## src/rtl/activation_pkg.sv

```systemverilog
// Shared definitions for the activation table writer: FSM states, error codes
// and the table depth derived from the address width.
package activation_pkg;

  typedef enum logic [2:0] {
    ST_IDLE   = 3'd0,
    ST_LOAD   = 3'd1,
    ST_VERIFY = 3'd2,
    ST_DONE   = 3'd3,
    ST_ERROR  = 3'd4
  } state_e;

  localparam logic [1:0] ERR_NONE          = 2'd0;
  localparam logic [1:0] ERR_NON_MONOTONIC = 2'd1;
  localparam logic [1:0] ERR_CHECKSUM      = 2'd2;

  function automatic int unsigned table_depth(input int unsigned inwidth);
    return 32'd1 << inwidth;
  endfunction

endpackage

```

## src/rtl/up_counter.sv

```systemverilog
// Generic up counter with synchronous reset and a load port that takes
// priority over counting.
module up_counter #(
  parameter int COUNTER_WIDTH = 8
) (
  input  logic                     clock,
  input  logic                     reset,
  input  logic                     load_enable,
  input  logic [COUNTER_WIDTH-1:0] load_value,
  input  logic                     enable,
  output logic [COUNTER_WIDTH-1:0] count
);

  logic [COUNTER_WIDTH-1:0] count_q;

  // NOTE: sequential state uses non-blocking assignments so every register samples pre-edge values.
  always_ff @(posedge clock) begin
    if (reset)            count_q <= '0;
    else if (load_enable) count_q <= load_value;
    else if (enable)      count_q <= count_q + 1'b1;
  end

  assign count = count_q;

endmodule

```

## src/rtl/activation_table_writer.sv

```systemverilog
// Streams (tag, sigmoid, tanh) entries into the lookup memories, enforcing
// strictly increasing tags, then reads the table back and compares checksums.
module activation_table_writer
  import activation_pkg::*;
#(
  parameter int DATAWIDTH = 16,
  parameter int INWIDTH   = 10
) (
  input  logic                   clock,
  input  logic                   reset,
  input  logic                   load_start,
  input  logic                   wr_valid,
  output logic                   wr_ready,
  input  logic [DATAWIDTH-1:0]   wr_tag,
  input  logic [DATAWIDTH-1:0]   wr_sig,
  input  logic [DATAWIDTH-1:0]   wr_tanh,
  output logic                   mem_we,
  output logic [INWIDTH-1:0]     mem_addr,
  output logic [DATAWIDTH-1:0]   tag_wdata,
  output logic [2*DATAWIDTH-1:0] act_wdata,
  input  logic [DATAWIDTH-1:0]   tag_rdata,
  input  logic [2*DATAWIDTH-1:0] act_rdata,
  output logic                   busy,
  output logic                   table_ready,
  output logic                   load_error,
  output logic [1:0]             error_code
);

  localparam int                 SW        = 2 * DATAWIDTH;
  localparam int unsigned        DEPTH     = table_depth(INWIDTH);
  localparam logic [INWIDTH-1:0] LAST_ADDR = INWIDTH'(DEPTH - 1);

  state_e               state_q;
  logic [INWIDTH-1:0]   count;
  logic                 last_q, issue_done_q, rd_valid_q, rd_last_q;
  logic [DATAWIDTH-1:0] prev_tag_q;
  logic [SW-1:0]        load_sum_q, rb_sum_q, rb_sum_d;
  logic                 mem_we_q;
  logic [INWIDTH-1:0]   mem_addr_q;
  logic [DATAWIDTH-1:0] tag_wdata_q;
  logic [SW-1:0]        act_wdata_q;
  logic [1:0]           error_code_q;

  logic start_ok, transfer, tag_ok, wr_done, issue, cnt_clear, cnt_enable;

  assign start_ok   = load_start && (state_q inside {ST_IDLE, ST_DONE, ST_ERROR});
  assign transfer   = wr_valid && wr_ready;
  assign tag_ok     = (count == '0) || ($signed(wr_tag) > $signed(prev_tag_q));
  assign wr_done    = (state_q == ST_LOAD) && last_q;
  assign issue      = (state_q == ST_VERIFY) && !issue_done_q;
  assign cnt_clear  = start_ok || wr_done;
  assign cnt_enable = ((state_q == ST_LOAD) && transfer && tag_ok) ||
                      (issue && (count != LAST_ADDR));
  assign rb_sum_d   = rb_sum_q + SW'(tag_rdata) + act_rdata;

  up_counter #(.COUNTER_WIDTH(INWIDTH)) u_addr_counter (
    .clock       (clock),
    .reset       (reset),
    .load_enable (cnt_clear),
    .load_value  ('0),
    .enable      (cnt_enable),
    .count       (count)
  );

  // NOTE: the tag/activation memories live outside and are deliberately not reset; table_ready marks them valid.
  always_ff @(posedge clock) begin
    if (reset) begin
      state_q      <= ST_IDLE;
      last_q       <= 1'b0;
      issue_done_q <= 1'b0;
      rd_valid_q   <= 1'b0;
      rd_last_q    <= 1'b0;
      prev_tag_q   <= '0;
      load_sum_q   <= '0;
      rb_sum_q     <= '0;
      mem_we_q     <= 1'b0;
      mem_addr_q   <= '0;
      tag_wdata_q  <= '0;
      act_wdata_q  <= '0;
      error_code_q <= ERR_NONE;
    end else begin
      mem_we_q   <= 1'b0;
      rd_valid_q <= 1'b0;
      rd_last_q  <= 1'b0;
      unique case (state_q)
        ST_IDLE, ST_DONE, ST_ERROR: begin
          if (load_start) begin
            state_q      <= ST_LOAD;
            last_q       <= 1'b0;
            load_sum_q   <= '0;
            rb_sum_q     <= '0;
            error_code_q <= ERR_NONE;
          end
        end
        ST_LOAD: begin
          // last_q holds off further entries while the final write drains
          if (last_q) begin
            state_q      <= ST_VERIFY;
            mem_addr_q   <= '0;
            issue_done_q <= 1'b0;
            rb_sum_q     <= '0;
          end else if (transfer) begin
            if (!tag_ok) begin
              state_q      <= ST_ERROR;
              error_code_q <= ERR_NON_MONOTONIC;
            end else begin
              mem_we_q    <= 1'b1;
              mem_addr_q  <= count;
              tag_wdata_q <= wr_tag;
              act_wdata_q <= {wr_sig, wr_tanh};
              prev_tag_q  <= wr_tag;
              load_sum_q  <= load_sum_q + SW'(wr_tag) + {wr_sig, wr_tanh};
              if (count == LAST_ADDR) last_q <= 1'b1;
            end
          end
        end
        ST_VERIFY: begin
          if (issue) begin
            rd_valid_q <= 1'b1;
            rd_last_q  <= (count == LAST_ADDR);
            if (count == LAST_ADDR) issue_done_q <= 1'b1;
            else                    mem_addr_q   <= count + 1'b1;
          end
          // read data trails the address by one cycle
          if (rd_valid_q) begin
            rb_sum_q <= rb_sum_d;
            if (rd_last_q) begin
              if (rb_sum_d == load_sum_q) begin
                state_q <= ST_DONE;
              end else begin
                state_q      <= ST_ERROR;
                error_code_q <= ERR_CHECKSUM;
              end
            end
          end
        end
        default: state_q <= ST_IDLE;
      endcase
    end
  end

  assign wr_ready    = (state_q == ST_LOAD) && !last_q;
  assign mem_we      = mem_we_q;
  assign mem_addr    = mem_addr_q;
  assign tag_wdata   = tag_wdata_q;
  assign act_wdata   = act_wdata_q;
  assign busy        = (state_q == ST_LOAD) || (state_q == ST_VERIFY);
  assign table_ready = (state_q == ST_DONE);
  assign error_code  = error_code_q;
  assign load_error  = (error_code_q != ERR_NONE);

endmodule

```

## config.mk

```make
export PLATFORM = sky130hd
export DESIGN_NAME = activation_table_writer
export DESIGN_NICKNAME = d
export VERILOG_FILES = /design/src/rtl/activation_pkg.sv /design/src/rtl/up_counter.sv /design/src/rtl/activation_table_writer.sv
export SDC_FILE = /design/constraint.sdc
export NUM_CORES = 1
export LEC_CHECK = 0
export BUFFER_PORTS_ARGS = -buffer_cell sky130_fd_sc_hd__buf_2
export CORE_MARGIN = 4
export CORE_UTILIZATION = 44
export CTS_CLUSTER_SIZE = 24
export DETAILED_ROUTE_END_ITERATION = 7
export HOLD_SLACK_MARGIN = 0.15
export SLEW_MARGIN = 30
export SYNTH_ARGS = -nofsm -noshare
export SYNTH_HDL_FRONTEND = slang
export SYNTH_HIERARCHICAL = 1
export SYNTH_SLANG_ARGS = --single-unit
```

## constraint.sdc

```tcl
create_clock -name clock -period 6.4 [get_ports clock]
set_input_delay 0.96 -clock clock [delete_from_list [all_inputs] [get_ports clock]]
set_output_delay 0.96 -clock clock [all_outputs]
set_load 0.02 [all_outputs]
```

### Word-level counts from Yosys, hierarchy flattened

Index checks and enable logic that the tools add are counted.

* output and inout port bits: 65
* bits in registers: 142

* add/subtract/negate cells: 5
* order comparisons: 1
* multiplexer cells: 42
* bitwise gates (word level): 5
* equal/unequal tests: 22
* reductions and logical operators: 34

Operators by type and width (number)
* 32-bit two-way mux: 6
* 32-bit case mux with 3 select lines: 1
* 32-bit by 16-bit adder with 32-bit output: 2
* 32-bit adder: 2
* 32-bit case mux with 2 select lines: 1
* 10-bit two-way mux: 5
* 32-bit == test: 1
* 2-bit != test (second input constant): 12
* 3-bit two-way mux: 7
* 10-bit case mux with 2 select lines: 1
* 16-bit > comparator: 1
* 5-bit AND reduction: 3
* 2-bit two-way mux: 7
* 4-bit AND reduction: 3
* 10-bit by 1-bit adder with 10-bit output (second input constant): 1
* 10-bit == test (second input constant): 1
* 10-bit zero test: 1
* 1-bit two-way mux: 10
* 10-bit != test (second input constant): 1
* 3-bit != test (second input constant): 3
* 3-bit case mux with 3 select lines: 1
* 1-bit logical AND: 8
* 8-bit AND reduction: 1
* 3-bit by 2-bit == test with 1-bit output (second input constant): 2
* other kinds (14): 28

### Longest topological paths before layout

* word-level depth: 7
* mapped depth: 18
* mapped depth without buffers: 16

### Modules after synthesis

The synthesis kept the hierarchy.

Modules (own cells, without submodules)
* activation_table_writer: area each 10410.0 um2, times used 1, cells an instance 1262, seq. area each 2642.5 um2
* up_counter: area each 563.0 um2, times used 1, cells an instance 68, seq. area each 200.2 um2

### Worst setup path after synthesis

OpenSTA, ideal clock, no wires.

* path type: input to register
* start: in tag_rdata[1]
* end: reg error_code_q[1], in the netlist error_code[1]
* stages: 16
* setup time: 116 ps
* arrival: 4418 ps
* slack: 1867 ps
* cells stage by stage: inv_1 fa_1 inv_1 ha_1 inv_1 fa_1 nor2b_2 o311ai_2 a211oi_1 or2_2 a211oi_1 xor2_1 or4_1 nor4_2 nand4_2 a31o_1

* longest elaborated chain between the ends: 5

Ends and longest elaborated chain
* start: declaration: RTL line activation_table_writer.sv:21 `input logic [DATAWIDTH-1:0] tag_rdata,`
* 32-bit by 16-bit adder with 32-bit output: RTL line activation_table_writer.sv:54 `assign rb_sum_d = rb_sum_q + SW'(tag_rdata) + act_rdata;`
* 32-bit adder: RTL line activation_table_writer.sv:54
* 32-bit == test: RTL line activation_table_writer.sv:128 `if (rb_sum_d == load_sum_q) begin`
* 2-bit != test (no source line)
* 8-bit AND reduction (no source line)
* end signal: assignment: RTL line activation_table_writer.sv:80 `error_code_q <= ERR_NONE;`
* end signal: assignment: RTL line activation_table_writer.sv:92 `error_code_q <= ERR_NONE;`
* end signal: assignment: RTL line activation_table_writer.sv:132 `error_code_q <= ERR_CHECKSUM;`
* end: declaration: RTL line activation_table_writer.sv:42 `logic [1:0] error_code_q;`

No other way between the ends.
A chain may end at the register's enable or synchronous reset.

### Worst setup path in the final report

Ends and elaborated chain as after synthesis.

==> flow_summary.ini <==
[yosys]
synth_xor_area_share_pct = 8.02
synthMuxAreaShare_pct = 1.39
synth_top_family_by_area = compound AO/OA/AOI/OAI gates
synth_area_leader_cell = dfxtp_1
synth-edff-count = 0
synth.avg_cell_area_sq_um = 8.25
synth_ff_type = dfxtp_1
ys_warn_count = 6
synthAdderAreaFrac_pct = 18.6
synthCells = 1330
async_reset_ff_share_pct = 0
synthTopCellsByArea = dfxtp_1 26%, ha_1 12%, fa_1 6.2%, a21oi_1 6.0%, nand2_1 5.7%
yosys.area_share.simple_pct = 18.2
synth_top_area_share_pct = 25.9
synth_area_sq_um = 11000
synth_cell_types = 86
synth-seq-cells = 142
seq_area_frac_synth_pct = 25.9
synth_compound_area_share_pct = 23.8

[route]
firstDrtPassIters = 5
vias = 10100
via_per_inst = 5.59
drt-initial-drc-count = 517
ant_nets = 0
drt_wl_total_mm = 30.5
route.detailed.drc = 0
wl_per_cell_microns = 16.9

[floorplan]
rows = 57
die_area_sq_um = 27500
die_y_microns = 166
ios = 165
die_w_microns = 166
coreArea_sq_um = 24500
initial_core_util_pct = 44.9

[min_path]
min_to = act_wdata[25]$_SDFFE_PP0P_
hold_start = act_wdata[25]$_SDFFE_PP0P_
hp-class = reg -> reg
whs_path_depth = 2

[worst_setup_path]
reg2reg_setup_slack_ns = 2.10
cpMostUsedCell = inv_1
regToRegStartpoint = rb_sum_q[1]$_SDFFE_PP0P_
path_delay_family = simple AND/OR/NAND/NOR gates
end_kind = flop
worst_path_max_delay_cell = or4_1
critical_path.max_stage_delay_ns = 0.55
path_class = in -> reg
start_kind = input pin
worst-path-buf-inv = 4
critical_path.max_fanout = 5
critical_path_arrival_ns = 4.95
reg2reg_depth = 16
r2r-end = error_code[1]$_SDFFE_PP0P_
path_cells = buf_2 > inv_1 > fa_1 > inv_1 > ha_1 > inv_1 > fa_1 > nor2b_2 > o311ai_2 > a211oi_1 > or2_2 > a211oi_1 > xor2_1 > or4_1 > nor4_2 > nand4_2 > a31o_1
worst_ep_required_time_ns = 6.71

[outcome]
outcome = complete, no violations

[grt]
antenna_found_initial = 1
grt_max_degree = 84
grt_pass1_wl_mm = 50.3
grt_pass1_vias = 9721
grt.overflow.total = 0
grt_usage_pct = 21.7

[flow_run]
cap_violations = 0

[timing]
slew_headroom_pct = 49.5
max_clock_freq_mhz = 215
period_share_pct = 72.6
finalSetupTns_ns = 0
fin_skew_ns = 0.0130
hold_viol_final = 0
slew_viol_final = 0
hold_slack_ns = 0.450
rsz0062_at_grt = false
tightest_slew_ns = 0.755
setup_violations = 0
fin_crit_ns = 4.64

[pwr]
cellLeakagePower_nw = 5.55
ir_worst_vdd_v = 0.000168
p_per_area_nw_per_um2 = 228
finalPower_mw = 2.89

[clocking]
insertion_delay_ns = 0.42
cts_tree = done
cts.clk_slew.worst_paths_ns = 0.06
cts_setup_buffers = 0
root_buffer = clkbuf_16
cts.repair.resized = 0
cts_buffer_depth = 2
clkSinkCount = 142
cts_buffers = 17
cts_max_level = 4
ctsHoldBuffers = 0

[layout]
post_route_cells_drive_above_1_share_pct = 16.4
fill_cells = 2374
nets = 1708
area_delta_synth_final_pct = 15.3
n_antenna_cell = 0

[place]
hpwl_mm = 23.3
io_buffer_count = 164
gp_congestion = 0.916
worst max path at each step:
| stage | from | endpoint | slack [ns] | depth (start not counted) |
|---|---|---|---|---|
| 3_3_place_gp | tag_rdata[1] | error_code[1]$_SDFFE_PP0P_ | 1.40 | 17 |
| 2_1_floorplan | tag_rdata[1] | error_code[1]$_SDFFE_PP0P_ | 1.87 | 16 |
| 4_1_cts | tag_rdata[1] | error_code[1]$_SDFFE_PP0P_ | 1.76 | 17 |
| 6_report | tag_rdata[1] | error_code[1]$_SDFFE_PP0P_ | 1.76 | 17 |
| 3_5_place_dp | tag_rdata[1] | error_code[1]$_SDFFE_PP0P_ | 1.33 | 17 |
| 5_1_grt | tag_rdata[1] | error_code[1]$_SDFFE_PP0P_ | 1.53 | 17 |
logic make-up after synthesis:
logic type,Yosys count
AO/OA/AOI/OAI,389
XOR/XNOR,90
adder cells (fa/ha/maj),143
buffers and inverters,112
flip-flops,142
multiplexers,15
other,1
AND/OR/NAND/NOR,438
power breakdown:
part | internal (mW) | switching, mW
registers | 0.931 | 0.0607
logic | 0.368 | 0.549
clock network | 0.568 | 0.408
tightest hold or removal path: cells and delay by family (launching register included):
kind,cells,cell delay (ns)
AO/OA/AOI/OAI,1,0.05
flip-flops,1,0.30
AND/OR/NAND/NOR,1,0.05
final cells by class:
cell class,instances,area (sq um),area share [%]
Sequential cell,142,2840,22.5
Multi-Input combinational cell,1085,7760,61.3
Clock inverter,12,108,0.851
Timing Repair Buffer,174,902,7.13
Inverter,45,169,1.34
Clock buffer,20,467,3.69
Tap cell,324,405,3.20
cell usage in the layout (no fill, tap or decap), types with 13 or more instances in the layout:
| master | instances |
|---|---|
| nor3_1 | 26 |
| a21oi_1 | 129 |
| nand2_1 | 167 |
| ha_1 | 109 |
| fa_1 | 34 |
| o21ai_0 | 42 |
| xor2_1 | 28 |
| nand3_1 | 21 |
| nor2_1 | 129 |
| o21a_1 | 13 |
| inv_1 | 45 |
| xnor2_1 | 55 |
| mux2i_1 | 13 |
| a22oi_1 | 44 |
| a21o_1 | 32 |
| nand4_1 | 20 |
| clkbuf_16 | 17 |
| o21bai_1 | 14 |
| buf_2 | 163 |
| dfxtp_1 | 142 |
state kept, by name, summed over array words and instances, names as in the netlist:
| signal | count |
|---|---|
| rd_valid_q | 1 |
| act_wdata | 32 |
| load_sum_q | 32 |
| error_code | 2 |
| tag_wdata | 16 |
| rb_sum_q | 32 |
| mem_we | 1 |
| rd_last_q | 1 |
| u_addr_counter/count | 10 |
| issue_done_q | 1 |
| state_q | 3 |
| last_q | 1 |
| mem_addr | 10 |
synth_stat cells, types with 8 or more instances:
library cell  instances
nand2_1             168
dfxtp_1             142
a21oi_1             131
nor2_1              129
ha_1                109
xnor2_1              55
clkbuf_1             54
inv_1                45
a22oi_1              44
o21ai_0              43
fa_1                 34
a21o_1               32
xor2_1               28
nor3_1               27
nand3_1              21
nand4_1              20
o21bai_1             14
mux2i_1              13
o21a_1               13
o211ai_1             12
a211oi_1              9
a31oi_1               9
nor4_1                9
or3_1                 9
nand2b_1              8
nor2b_1               8
metal layers:
metal  wire length (microns)  up-vias  GRT usage [%]
li1                        -     5060              -
met1                   14900     4712           31.2
met2                   13300      262           34.1
met3                    1740       32           4.28
met4                     482        2           4.70
met5                       7        -              0
through the flow:
stage               setup slack (ns)  instances  area (sq um)  util (%)
finish                          1.76       1802         12600      51.7
global route                    1.53       1802         12600      51.7
CTS                             1.76       1802         12600      51.7
detailed placement              1.33       1770         12100      49.3
global placement                1.40       1770         12100      49.3
floorplan                       1.87       1339         11000         -
Note: power is estimated with default switching activity, not from simulation.
